**src/rtl/interrupt_controller_if.sv**
```systemverilog
// I/O bus and CPU interrupt handshake bundle for interrupt_controller.
// irq_req/irq_ack: the request is held until the cycle irq_ack is sampled high, then drops next cycle.
interface interrupt_controller_if;
  logic [7:0] din;
  logic [7:0] address;
  logic       w_en;
  logic       r_en;
  logic [7:0] dout;
  logic       irq_ack;
  logic       irq_done;
  logic       irq_req;
  logic [2:0] irq_vector;
  logic [1:0] state_dbg;

  modport master (
    output din, address, w_en, r_en, irq_ack, irq_done,
    input  dout, irq_req, irq_vector, state_dbg
  );

  modport slave (
    input  din, address, w_en, r_en, irq_ack, irq_done,
    output dout, irq_req, irq_vector, state_dbg
  );
endinterface

```
**src/rtl/interrupt_controller.sv**
```systemverilog
// Eight-source edge-triggered interrupt controller with a 5-register I/O window,
// fixed priority (bit 0 highest) and a single non-nesting IDLE/REQ/SERVICE handshake.
module interrupt_controller #(
  parameter logic [7:0] BASE_ADDR = 8'h10
) (
  input  logic                  clk,
  input  logic                  rst,
  input  logic [7:0]            irq_in,
  interrupt_controller_if.slave bus
);

  typedef enum logic [1:0] {
    IDLE    = 2'd0,
    REQ     = 2'd1,
    SERVICE = 2'd2
  } state_t;

  state_t     state, state_next;
  logic       gie;
  logic [7:0] enable;
  logic [7:0] pending;
  logic [7:0] pending_next;
  logic [7:0] prev;
  logic [7:0] dout_q;
  logic [2:0] vec;
  logic [2:0] pick;
  logic [7:0] pend_en;
  logic [7:0] set_mask;
  logic [7:0] clr_mask;
  logic [7:0] rd_data;
  logic [7:0] offset;
  logic       hit;
  logic       latch_vec;
  logic       ack_take;

  // Wrapping subtraction keeps the window decode a single compare.
  assign offset  = bus.address - BASE_ADDR;
  assign hit     = (offset < 8'd5);
  assign pend_en = pending & enable;

  always_comb begin
    pick = 3'd0;
    for (int i = 7; i >= 0; i--) begin
      if (pend_en[i]) pick = 3'(i);
    end
  end

  always_comb begin
    state_next = state;
    latch_vec  = 1'b0;
    ack_take   = 1'b0;
    case (state)
      IDLE: begin
        if (gie && (pend_en != 8'h00)) begin
          state_next = REQ;
          latch_vec  = 1'b1;
        end
      end
      REQ: begin
        if (bus.irq_ack) begin
          state_next = SERVICE;
          ack_take   = 1'b1;
        end
      end
      SERVICE: begin
        if (bus.irq_done) state_next = IDLE;
      end
      default: state_next = IDLE;
    endcase
  end

  // Sets are OR-ed in after clears so a same-cycle set always wins.
  always_comb begin
    set_mask = irq_in & ~prev;
    clr_mask = 8'h00;
    if (bus.w_en && hit && offset[2:0] == 3'd4) set_mask = set_mask | bus.din;
    if (bus.w_en && hit && offset[2:0] == 3'd2) clr_mask = bus.din;
    if (ack_take) clr_mask = clr_mask | (8'h01 << vec);
    pending_next = (pending & ~clr_mask) | set_mask;
  end

  always_comb begin
    rd_data = 8'h00;
    case (offset[2:0])
      3'd0:    rd_data = {7'b0, gie};
      3'd1:    rd_data = enable;
      3'd2:    rd_data = pending;
      3'd3:    rd_data = {(state == SERVICE), 4'b0, vec};
      default: rd_data = 8'h00;
    endcase
  end

  always_ff @(posedge clk) begin
    if (rst) state <= IDLE;
    else     state <= state_next;
  end

  always_ff @(posedge clk) begin
    prev <= irq_in;
    if (rst) begin
      gie     <= 1'b0;
      enable  <= 8'h00;
      pending <= 8'h00;
      vec     <= 3'd0;
      dout_q  <= 8'h00;
    end else begin
      pending <= pending_next;
      if (bus.w_en && hit && offset[2:0] == 3'd0) gie    <= bus.din[0];
      if (bus.w_en && hit && offset[2:0] == 3'd1) enable <= bus.din;
      if (latch_vec) vec <= pick;
      if (bus.r_en && hit) dout_q <= rd_data;
    end
  end

  assign bus.dout       = dout_q;
  assign bus.irq_req    = (state == REQ);
  assign bus.irq_vector = (state == REQ) ? vec : 3'd0;
  assign bus.state_dbg  = state;

endmodule
```
**src/flat_wrapper.sv**
```systemverilog
// flat-port wrapper written by rule: the top's interface ports become plain ports
module interrupt_controller_flat 
#(
  parameter logic [7:0] BASE_ADDR = 8'h10
)
  (clk, rst, irq_in, bus_din, bus_address, bus_w_en, bus_r_en, bus_irq_ack, bus_irq_done, bus_dout, bus_irq_req, bus_irq_vector, bus_state_dbg);
  interrupt_controller_if bus_i ();
  input  logic clk;
  input  logic rst;
  input  logic [7:0] irq_in;
  input wire logic [$bits(bus_i.din)-1:0] bus_din;
  input wire logic [$bits(bus_i.address)-1:0] bus_address;
  input wire logic [$bits(bus_i.w_en)-1:0] bus_w_en;
  input wire logic [$bits(bus_i.r_en)-1:0] bus_r_en;
  input wire logic [$bits(bus_i.irq_ack)-1:0] bus_irq_ack;
  input wire logic [$bits(bus_i.irq_done)-1:0] bus_irq_done;
  output wire logic [$bits(bus_i.dout)-1:0] bus_dout;
  output wire logic [$bits(bus_i.irq_req)-1:0] bus_irq_req;
  output wire logic [$bits(bus_i.irq_vector)-1:0] bus_irq_vector;
  output wire logic [$bits(bus_i.state_dbg)-1:0] bus_state_dbg;
  assign bus_i.din = bus_din;
  assign bus_i.address = bus_address;
  assign bus_i.w_en = bus_w_en;
  assign bus_i.r_en = bus_r_en;
  assign bus_i.irq_ack = bus_irq_ack;
  assign bus_i.irq_done = bus_irq_done;
  assign bus_dout = bus_i.dout;
  assign bus_irq_req = bus_i.irq_req;
  assign bus_irq_vector = bus_i.irq_vector;
  assign bus_state_dbg = bus_i.state_dbg;
  interrupt_controller #(.BASE_ADDR(BASE_ADDR)) u_core (.clk(clk), .rst(rst), .irq_in(irq_in), .bus(bus_i));
endmodule
```
**config.mk**
```make
export PLATFORM = sky130hd
export DESIGN_NAME = interrupt_controller_flat
export DESIGN_NICKNAME = d
export VERILOG_FILES = /design/src/rtl/interrupt_controller_if.sv /design/src/rtl/interrupt_controller.sv /design/src/flat_wrapper.sv
export SDC_FILE = /design/constraint.sdc
export NUM_CORES = 1
export LEC_CHECK = 0
export BUFFER_PORTS_ARGS = -buffer_cell sky130_fd_sc_hd__buf_4
export CAP_MARGIN = 20
export CORE_ASPECT_RATIO = 1.25
export CORE_MARGIN = 1
export CORE_UTILIZATION = 31
export CTS_CLUSTER_DIAMETER = 200
export DETAILED_ROUTE_END_ITERATION = 10
export HOLD_SLACK_MARGIN = 0.05
export PLACE_DENSITY = 0.53
export SLEW_MARGIN = 20
export SYNTH_ARGS = -nofsm -noshare
export SYNTH_HDL_FRONTEND = slang
export SYNTH_SLANG_ARGS = --single-unit
export TNS_END_PERCENT = 50
```
**constraint.sdc**
```tcl
create_clock -name clk -period 3.95 [get_ports clk]
set_clock_uncertainty 0.2 [all_clocks]
set_input_delay 0 -clock clk [delete_from_list [all_inputs] [get_ports clk]]
set_output_delay 0 -clock clk [all_outputs]
set_load 0.01 [all_outputs]
```
==> results_dict.tcl, run 1 <==
set metrics [dict create \
    status "finished, final reports clean" \
    vdd_drop_max_mv 0.189 \
    fmax_mhz 405 \
    worstPathCellList "dlygate4sd3_1, buf_4, nor2b_1, nand3_2, mux2i_1, nor2_1, dlygate4sd3_1" \
    final_core_util 0.461 \
    seq_power_share 0.524 \
    root_buffer "clkbuf_8" \
    core-area_sq_um 5520 \
    synth_flop_cell "dfxtp_1" \
    cp-start-kind "input port" \
    syn_avg_cell_area_sq_um 9.24 \
    portBuffers 43 \
    post-cts-setup-buffer-count 0 \
    die_w_um 70.0 \
    fin_setup_tns_ps 0 \
    maxCapViolations 0 \
    slew_headroom 0.559 \
    cts_buffers 5 \
    m1WireLength_mm 2.07 \
    groute.usage.overall 0.164 \
    swShare 0.239 \
    wl_per_cell_um 14.3 \
    grt-ovfl-total 0 \
    p_leak_uw 0.00111 \
    ys_seq_area_frac 0.424 \
    grt_pass1_vias 1637 \
    die_h_um 87.0 \
    layout-drive-gt1-share 0.243 \
    rsz0062_at_grt "false" \
    hold_class "input port to flip-flop" \
    p_int_uw 582 \
    start_util 0.325 \
    clk_latency_ps 290 \
    post_cts_resized 0 \
    syn_inst 194 \
    routed_wl_mm 4.75 \
    max_stage_delay_ps 570 \
    worstSetupPathType "input port to flip-flop" \
    syn_to_final_growth_pct 41.8 \
    place_hpwl_mm 3.26 \
    clock-sinks 38 \
    critPathArrivalTime_ps 2440 \
    io_pins 44 \
    p_sw_uw 183 \
    ys_types 40 \
    critPathRequiredTime_ps 3930 \
    core.rowCount 30 \
    clkTransAtPathRegs_ps 80 \
    yosysWarnings 0 \
    min_period_over_period 0.625 \
    cts_buffer_depth 2 \
    total_power_uw 765 \
    setup_viol 0 \
    layout_common_cells "buf_4 (43), dfxtp_1 (38), dlygate4sd3_1 (31)" \
    finalCriticalPeriod_ps 2470 \
    combPwrFrac 0.107 \
    dr_wl_met3_um 227 \
    synth_area_sq_um 1790 \
    final-max-slew-violation-count 0 \
    cts_tree "yes" \
    die-area_sq_um 6090 \
    layout_commonest_cell "buf_4" \
    antenna_found_initial 0 \
    antenna_cells 0 \
    critPathCaptureType "flip-flop" \
    route.detailed.drc 0 \
    ys_seq_elements 38 \
    tightest_slew_ps 660 \
    whs_ps 69.6 \
    nNetsFinal 297 \
    clockPowerShare 0.369 \
    place.gp.congestion 0.770 \
    worstPathMaxFanout 8 \
    routed.top_layer "met4" \
    ant_nets 0 \
    vias 1708 \
    p_per_area_nw_per_um2 301 \
    crit_slowest_cell "dlygate4sd3_1" \
    grt_start_max_net_pins 33 \
    cp_common_cell "dlygate4sd3_1" \
    firstDrtPassIters 4 \
    wl_met2_mm 2.34 \
    htree_levels 2 \
    synthesis.nets 224 \
    async_flop_share 0 \
    synth_edf_count 0 \
    hold_viol 0 \
    grt_pass1_wl_mm 7.86 \
    drtIter0Drc 67 \
    viasPerCell 5.14 \
]
[power groups by stage]
stage	Clock (uW)	Combinational [uW]	Sequential, uW
finish	283	81.8	400
floorplan	0	32.1	407
global route	306	90.2	401
CTS	291	81.9	400
global placement	0	64.2	409
detailed placement	0	64.5	409
[Yosys cell counts, types with 3 or more instances]
library cell	instances	share of area
nor2_1	14	0.029
clkbuf_1	4	0.0084
nor2b_1	11	0.038
a21oi_1	27	0.075
nand3b_1	3	0.013
nand2_1	13	0.027
nand2b_1	3	0.010
a21o_1	8	0.033
o21ai_0	10	0.028
dfxtp_1	38	0.42
mux2i_1	10	0.056
o41ai_1	3	0.015
a22oi_1	10	0.042
and2_1	4	0.014
or3_2	4	0.017
[layout make-up]
type,count,area [sq um]
Fill cell,560,2980
Timing Repair Buffer,74,633
Multi-Input combinational cell,146,966
Sequential cell,38,761
Clock buffer,6,82.6
Clock inverter,2,12.5
Inverter,2,7.51
Tap cell,64,80.1
[cells by family after synthesis]
group | share of synthesized area
buffers and inverters | 0.0370
AND/OR/NAND/NOR | 0.231
multiplexers | 0.0809
AO/OA/AOI/OAI | 0.227
flip-flops | 0.424
[worst paths after layout]
| path | startpoint | end | slack, ps | depth (start not counted) |
|---|---|---|---|---|
| setup reg to reg | u_core.bus.state_dbg[0] | u_core.bus.dout[7] | 2070 | 5 |
| hold / removal | bus_r_en | u_core.bus.dout[2] | 70 | 4 |
| setup / recovery | bus_address[1] | u_core.enable[1] | 1480 | 7 |
| hold reg to reg | u_core.bus.dout[4] | u_core.bus.dout[4] | 250 | 2 |
[state kept, by name, summed over array words and instances, names as in the netlist]
| register | count |
|---|---|
| u_core.pending | 8 |
| u_core.gie | 1 |
| u_core.vec | 3 |
| u_core.prev | 8 |
| u_core.enable | 8 |
| u_core.bus.dout | 8 |
| u_core.bus.state_dbg | 2 |
[routing by layer]
layer / GRT usage / up-vias
met3: 0.0370 / 10
li1: - / 858
met2: 0.292 / 58
met4: 0.0745 / 0
met1: 0.186 / 782
met5: 0 / -
[worst max-delay path: cells and delay by family]
| family | cells | cell delay (ps) |
|---|---|---|
| and+or+nand+nor | 3 | 890 |
| muxes | 1 | 260 |
| buffers and inverters | 3 | 1290 |
[timing repair]
| action | CTS | global route |
|---|---|---|
| hold buffers | 31 | 0 |
| endpoints found under the setup margin | 0 | 0 |
| hold endpoints to repair | 37 | 0 |
[through the flow]
step | cell area, sq um | instances | setup slack, ps
after floorplan | 1790 | 194 | 2430
after global placement | 2140 | 293 | 2210
after detailed placement | 2140 | 293 | 2180
after CTS | 2540 | 332 | 1510
after global routing | 2540 | 332 | 1260
final | 2540 | 332 | 1480
(Power assumes the default switching activity.)
==> run 2, diff against run 1 <==
--- a/config.mk
+++ b/config.mk
@@ -13,7 +13,7 @@
 export CTS_CLUSTER_DIAMETER = 200
 export DETAILED_ROUTE_END_ITERATION = 10
 export HOLD_SLACK_MARGIN = 0.05
-export PLACE_DENSITY = 0.53
+export PLACE_DENSITY = 0.55
 export SLEW_MARGIN = 20
 export SYNTH_ARGS = -nofsm -noshare
 export SYNTH_HDL_FRONTEND = slang
==> constraint.sdc (replaced) <==
create_clock -name clk -period 2.25 [get_ports clk]
set_clock_uncertainty 0.2 [all_clocks]
set_input_delay 0 -clock clk [delete_from_list [all_inputs] [get_ports clk]]
set_output_delay 0 -clock clk [all_outputs]
set_load 0.01 [all_outputs]
==> run 2 against run 1 <==
Non-clock buffer count unchanged. Hold slack got worse by 5.2 ps. First-iteration DRC count increased by 18%. Combinational power grew 75%. Clock power increased by 56%. Sequential cell count is the same. Final area decreased by 0.44%. Critical path depth unchanged. Wire length fell by 1.3%. Critical endpoint is now u_core.enable[6]. Largest cell class unchanged. Largest power group unchanged.
==> results_dict.tcl, run 2 (same netlist as run 1, synthesis figures left out) <==
set metrics [dict create \
    status "finished, final reports clean" \
    critPathRequiredTime_ps 2230 \
    fillers 567 \
    hold_viol 0 \
    portBuffers 43 \
    finalCriticalPeriod_ps 2120 \
    crit_slowest_cell "dlygate4sd3_1" \
    cp-start-kind "input port" \
    tightest_slew_ps 603 \
    setup_viol 0 \
    ff_latch_area_sq_um 761 \
    critPathArrivalTime_ps 2100 \
    cts_buffers 5 \
    die_w_um 70.0 \
    grt_start_max_net_pins 33 \
    critPathCaptureType "flip-flop" \
    worstSetupPathType "input port to flip-flop" \
    slew_headroom 0.597 \
    cp_common_cell "dlygate4sd3_1" \
    max_stage_delay_ps 560 \
    grt_pass1_wl_mm 7.68 \
    vias 1719 \
    antenna_cells 0 \
    io_pins 44 \
    multiInputGateArea_sq_um 973 \
    layout_commonest_cell "buf_4" \
    core.rowCount 30 \
    whs_ps 64.4 \
    groute.usage.overall 0.161 \
    drtIter0Drc 79 \
    maxCapViolations 0 \
    post-cts-setup-buffer-count 0 \
    antenna_found_initial 0 \
    die-area_sq_um 6090 \
    fin_setup_tns_ps 0 \
    ant_nets 0 \
    hold_class "input port to flip-flop" \
    hold_path_depth 4 \
    firstDrtPassIters 4 \
    place_hpwl_mm 3.19 \
    routed_wl_mm 4.69 \
    route.detailed.drc 0 \
    nNetsFinal 297 \
    reg2reg_depth 5 \
    core-area_sq_um 5520 \
    place.gp.congestion 0.819 \
    worstPathCellList "dlygate4sd3_1, buf_4, and4bb_2, nand3_4, mux2i_1, nor2_1, dlygate4sd3_1" \
    syn_to_final_growth_pct 41.2 \
    p_per_area_nw_per_um2 509 \
    clk_latency_ps 290 \
    layout-drive-gt1-share 0.243 \
    final-max-slew-violation-count 0 \
    grt-ovfl-total 0 \
    die_h_um 87.0 \
    clkTransAtPathRegs_ps 70 \
    p_leak_uw 0.00110 \
    rsz0062_at_grt "false" \
    worstPathMaxFanout 10 \
    min_period_over_period 0.940 \
    final_cells 331 \
    wl_per_cell_um 14.2 \
    clock-sinks 38 \
    fmax_mhz 473 \
    layout_common_cells "buf_4 (44), dfxtp_1 (38), dlygate4sd3_1 (30)" \
    cts_buffer_depth 2 \
    vdd_drop_max_mv 0.299 \
    start_util 0.325 \
    htree_levels 2 \
    dpl.cell_count 294 \
    grt_pass1_vias 1616 \
    cts_tree "yes" \
    viasPerCell 5.19 \
    root_buffer "clkbuf_8" \
]
[run 2: through the flow]
step	cell area [sq um]	utilization	power, uW	setup WS, ps
after floorplan	1790	-	770	733
after global placement	2140	0.389	830	528
after detailed placement	2140	0.389	832	489
after CTS	2520	0.457	1310	49.2
after global routing	2530	0.459	1350	63.8
final	2530	0.459	1290	134
[run 2: area by class of cell]
class                           count  share of cell area
Clock inverter                      2             0.00395
Inverter                            2             0.00297
Clock buffer                        5              0.0272
Multi-Input combinational cell    146               0.385
Sequential cell                    38               0.301
Timing Repair Buffer               74               0.249
Tap cell                           64              0.0316
[run 2: where the power goes]
part	internal (uW)	switching (uW)	total, uW
combinational	85.0	58.3	143
clock	208	233	441
sequential	690	13.0	703
total	983	304	1290
[run 2: path summary, 6_finish.rpt]
check	start	end	slack, ps
min	bus_r_en	u_core.bus.dout[2]	60
max reg2reg	u_core.bus.state_dbg[0]	u_core.bus.dout[7]	380
min reg2reg	u_core.bus.dout[6]	u_core.bus.dout[6]	250
max	bus_address[2]	u_core.enable[6]	130
[run 2: critical path: cells and delay by family]
kind	cells	cell delay, ps
buffers and inverters	3	1250
AND/OR/NAND/NOR	3	590
multiplexers	1	240
[run 2: layer usage]
metal,vias to the layer above,GRT usage,share of wire
met3,12,0.0394,0.042
met4,0,0.0691,0.026
li1,859,-,-
met5,-,0,0
met2,48,0.285,0.50
met1,800,0.183,0.43
[run 2: repair_timing]
item | CTS | global route
endpoints found under the hold margin | 37 | 0
hold buffers | 30 | 0
gates resized for setup | 0 | 1
endpoints found under the setup margin | 0 | 6
==> run 3, diff against run 2 <==
--- a/config.mk
+++ b/config.mk
@@ -13,7 +13,7 @@
 export CTS_CLUSTER_DIAMETER = 200
 export DETAILED_ROUTE_END_ITERATION = 10
 export HOLD_SLACK_MARGIN = 0.05
-export PLACE_DENSITY = 0.55
+export PLACE_DENSITY = 0.53
 export SLEW_MARGIN = 20
 export SYNTH_ARGS = -nofsm -noshare
 export SYNTH_HDL_FRONTEND = slang
==> constraint.sdc (replaced) <==
create_clock -name clk -period 2.35 [get_ports clk]
set_clock_uncertainty 0.2 [all_clocks]
set_input_delay 0 -clock clk [delete_from_list [all_inputs] [get_ports clk]]
set_output_delay 0 -clock clk [all_outputs]
set_load 0.01 [all_outputs]
==> run 3 against run 2 <==
Core utilization is 2.0 points higher. Sequential share of layout area is 1.2 points lower. Register-to-register slack better by 370 ps. Final cell count is 1.5% higher. Non-clock buffer count is 4 higher. Clock-buffer cell count is 1 higher. Wire length is 2.7% higher. Largest cell class unchanged. Largest power group is now the clock network.
==> results_dict.tcl, run 3 (same netlist as run 1, synthesis figures left out) <==
set metrics [dict create \
    layout-drive-gt1-share 0.246 \
    clock-sinks 38 \
    io_pins 44 \
    start_util 0.325 \
    route.detailed.drc 0 \
    reg2reg_depth 4 \
    worstHoldEndpoint "u_core.bus.dout[7]" \
    startpoint "bus_address[6]" \
    core-area_sq_um 5520 \
    cp-start-kind "input port" \
    clkTransAtPathRegs_ps 80 \
    critPathRequiredTime_ps 2330 \
    critPathCaptureType "flip-flop" \
    worstPathMaxFanout 8 \
    p_leak_uw 0.00115 \
    final-max-slew-violation-count 0 \
    hold_viol 0 \
    fmax_mhz 474 \
    place_hpwl_mm 3.21 \
    dpl_cell_area_sq_um 2140 \
    htree_levels 2 \
    groute.usage.overall 0.170 \
    antenna_found_initial 0 \
    layout_commonest_cell "buf_4" \
    p_per_area_nw_per_um2 571 \
    die_w_um 70.0 \
    vias 1707 \
    dp_slack_ps 587 \
    die-area_sq_um 6090 \
    viasPerCell 5.08 \
    place.gp.congestion 0.767 \
    cts_buffers 5 \
    wl_per_cell_um 14.3 \
    vdd_drop_max_mv 0.311 \
    grt_pass1_wl_mm 8.14 \
    core.rowCount 30 \
    critPathArrivalTime_ps 2090 \
    hold_path_depth 4 \
    maxCapViolations 0 \
    stdcell_area_sq_um 2640 \
    layout_common_cells "buf_4 (44), dfxtp_1 (38), dlygate4sd3_1 (34)" \
    r2r_slack_ps 750 \
    hold_start "bus_address[0]" \
    fin_ws_ps 241 \
    drtIter0Drc 109 \
    final_core_util 0.478 \
    grt_pass1_vias 1681 \
    slew_headroom 0.574 \
    nNetsFinal 301 \
    grt_start_max_net_pins 33 \
    fin_setup_tns_ps 0 \
    cts_buffer_depth 2 \
    antenna_cells 0 \
    root_buffer "clkbuf_8" \
    clk_latency_ps 290 \
    die_h_um 87.0 \
    cts_tree "yes" \
    routed_wl_mm 4.81 \
    setup_viol 0 \
    hold_class "input port to flip-flop" \
    firstDrtPassIters 4 \
    grt-ovfl-total 0 \
    rr_startpoint "u_core.vec[1]" \
    tightest_slew_ps 637 \
    status "finished, final reports clean" \
    syn_to_final_growth_pct 47.2 \
    portBuffers 43 \
    worstSetupPathType "input port to flip-flop" \
    min_period_over_period 0.897 \
    post-cts-setup-buffer-count 0 \
    r2r-end "u_core.bus.dout[1]" \
    ant_nets 0 \
    finalCriticalPeriod_ps 2110 \
    rsz0062_at_grt "false" \
]
[run 3: worst max-delay path by stage]
stage                    endpoint  slack, ps  cells after the start
5_1_grt          u_core.enable[6]         80                      7
3_5_place_dp   u_core.bus.dout[1]        590                      5
6_report         u_core.enable[6]        240                      7
4_1_cts          u_core.enable[4]         40                      7
3_3_place_gp   u_core.bus.dout[1]        620                      5
2_1_floorplan       u_core.vec[0]        830                      3
[run 3: stage by stage]
stage	total power [uW]	std cells	hold slack [ps]
2_1_floorplan	738	194	-172
3_3_place_gp	796	294	-88.7
3_5_place_dp	796	294	-87.5
5_1_grt	1560	336	142
4_1_cts	1520	336	90.7
6_report	1510	336	89.8
[run 3: per-layer routing]
| layer | GRT usage | vias to the layer above | share of wire |
|---|---|---|---|
| li1 | - | 866 | - |
| met1 | 0.200 | 799 | 0.44 |
| met2 | 0.308 | 39 | 0.52 |
| met3 | 0.0359 | 3 | 0.033 |
| met4 | 0.0545 | 0 | 0.0075 |
| met5 | 0 | - | 0 |
[run 3: cell type report]
| class | instances | area [sq um] |
|---|---|---|
| tap | 64 | 80.1 |
| multi-input combinational | 146 | 978 |
| clock inverter | 2 | 60.1 |
| inverter | 2 | 7.51 |
| sequential | 38 | 761 |
| fill | 565 | 2880 |
| clock buffer | 6 | 82.6 |
| timing repair buffer | 78 | 671 |
[run 3: what timing repair did]
action                                  in CTS  in global routing
hold endpoints to repair                    37                  0
hold buffers                                34                  0
resized for setup                            0                  2
endpoints found under the setup margin       0                  6
[run 3: critical path: stages]
cell	delay, ps
dlygate4sd3_1	550
buf_4	160
nor3_2	310
nand3_4	240
mux2i_1	220
nor2_1	50
dlygate4sd3_1	560
[run 3: where the power goes]
group	internal (uW)	switching, uW
registers	661	12.3
logic	88.6	58.8
clock network	453	234
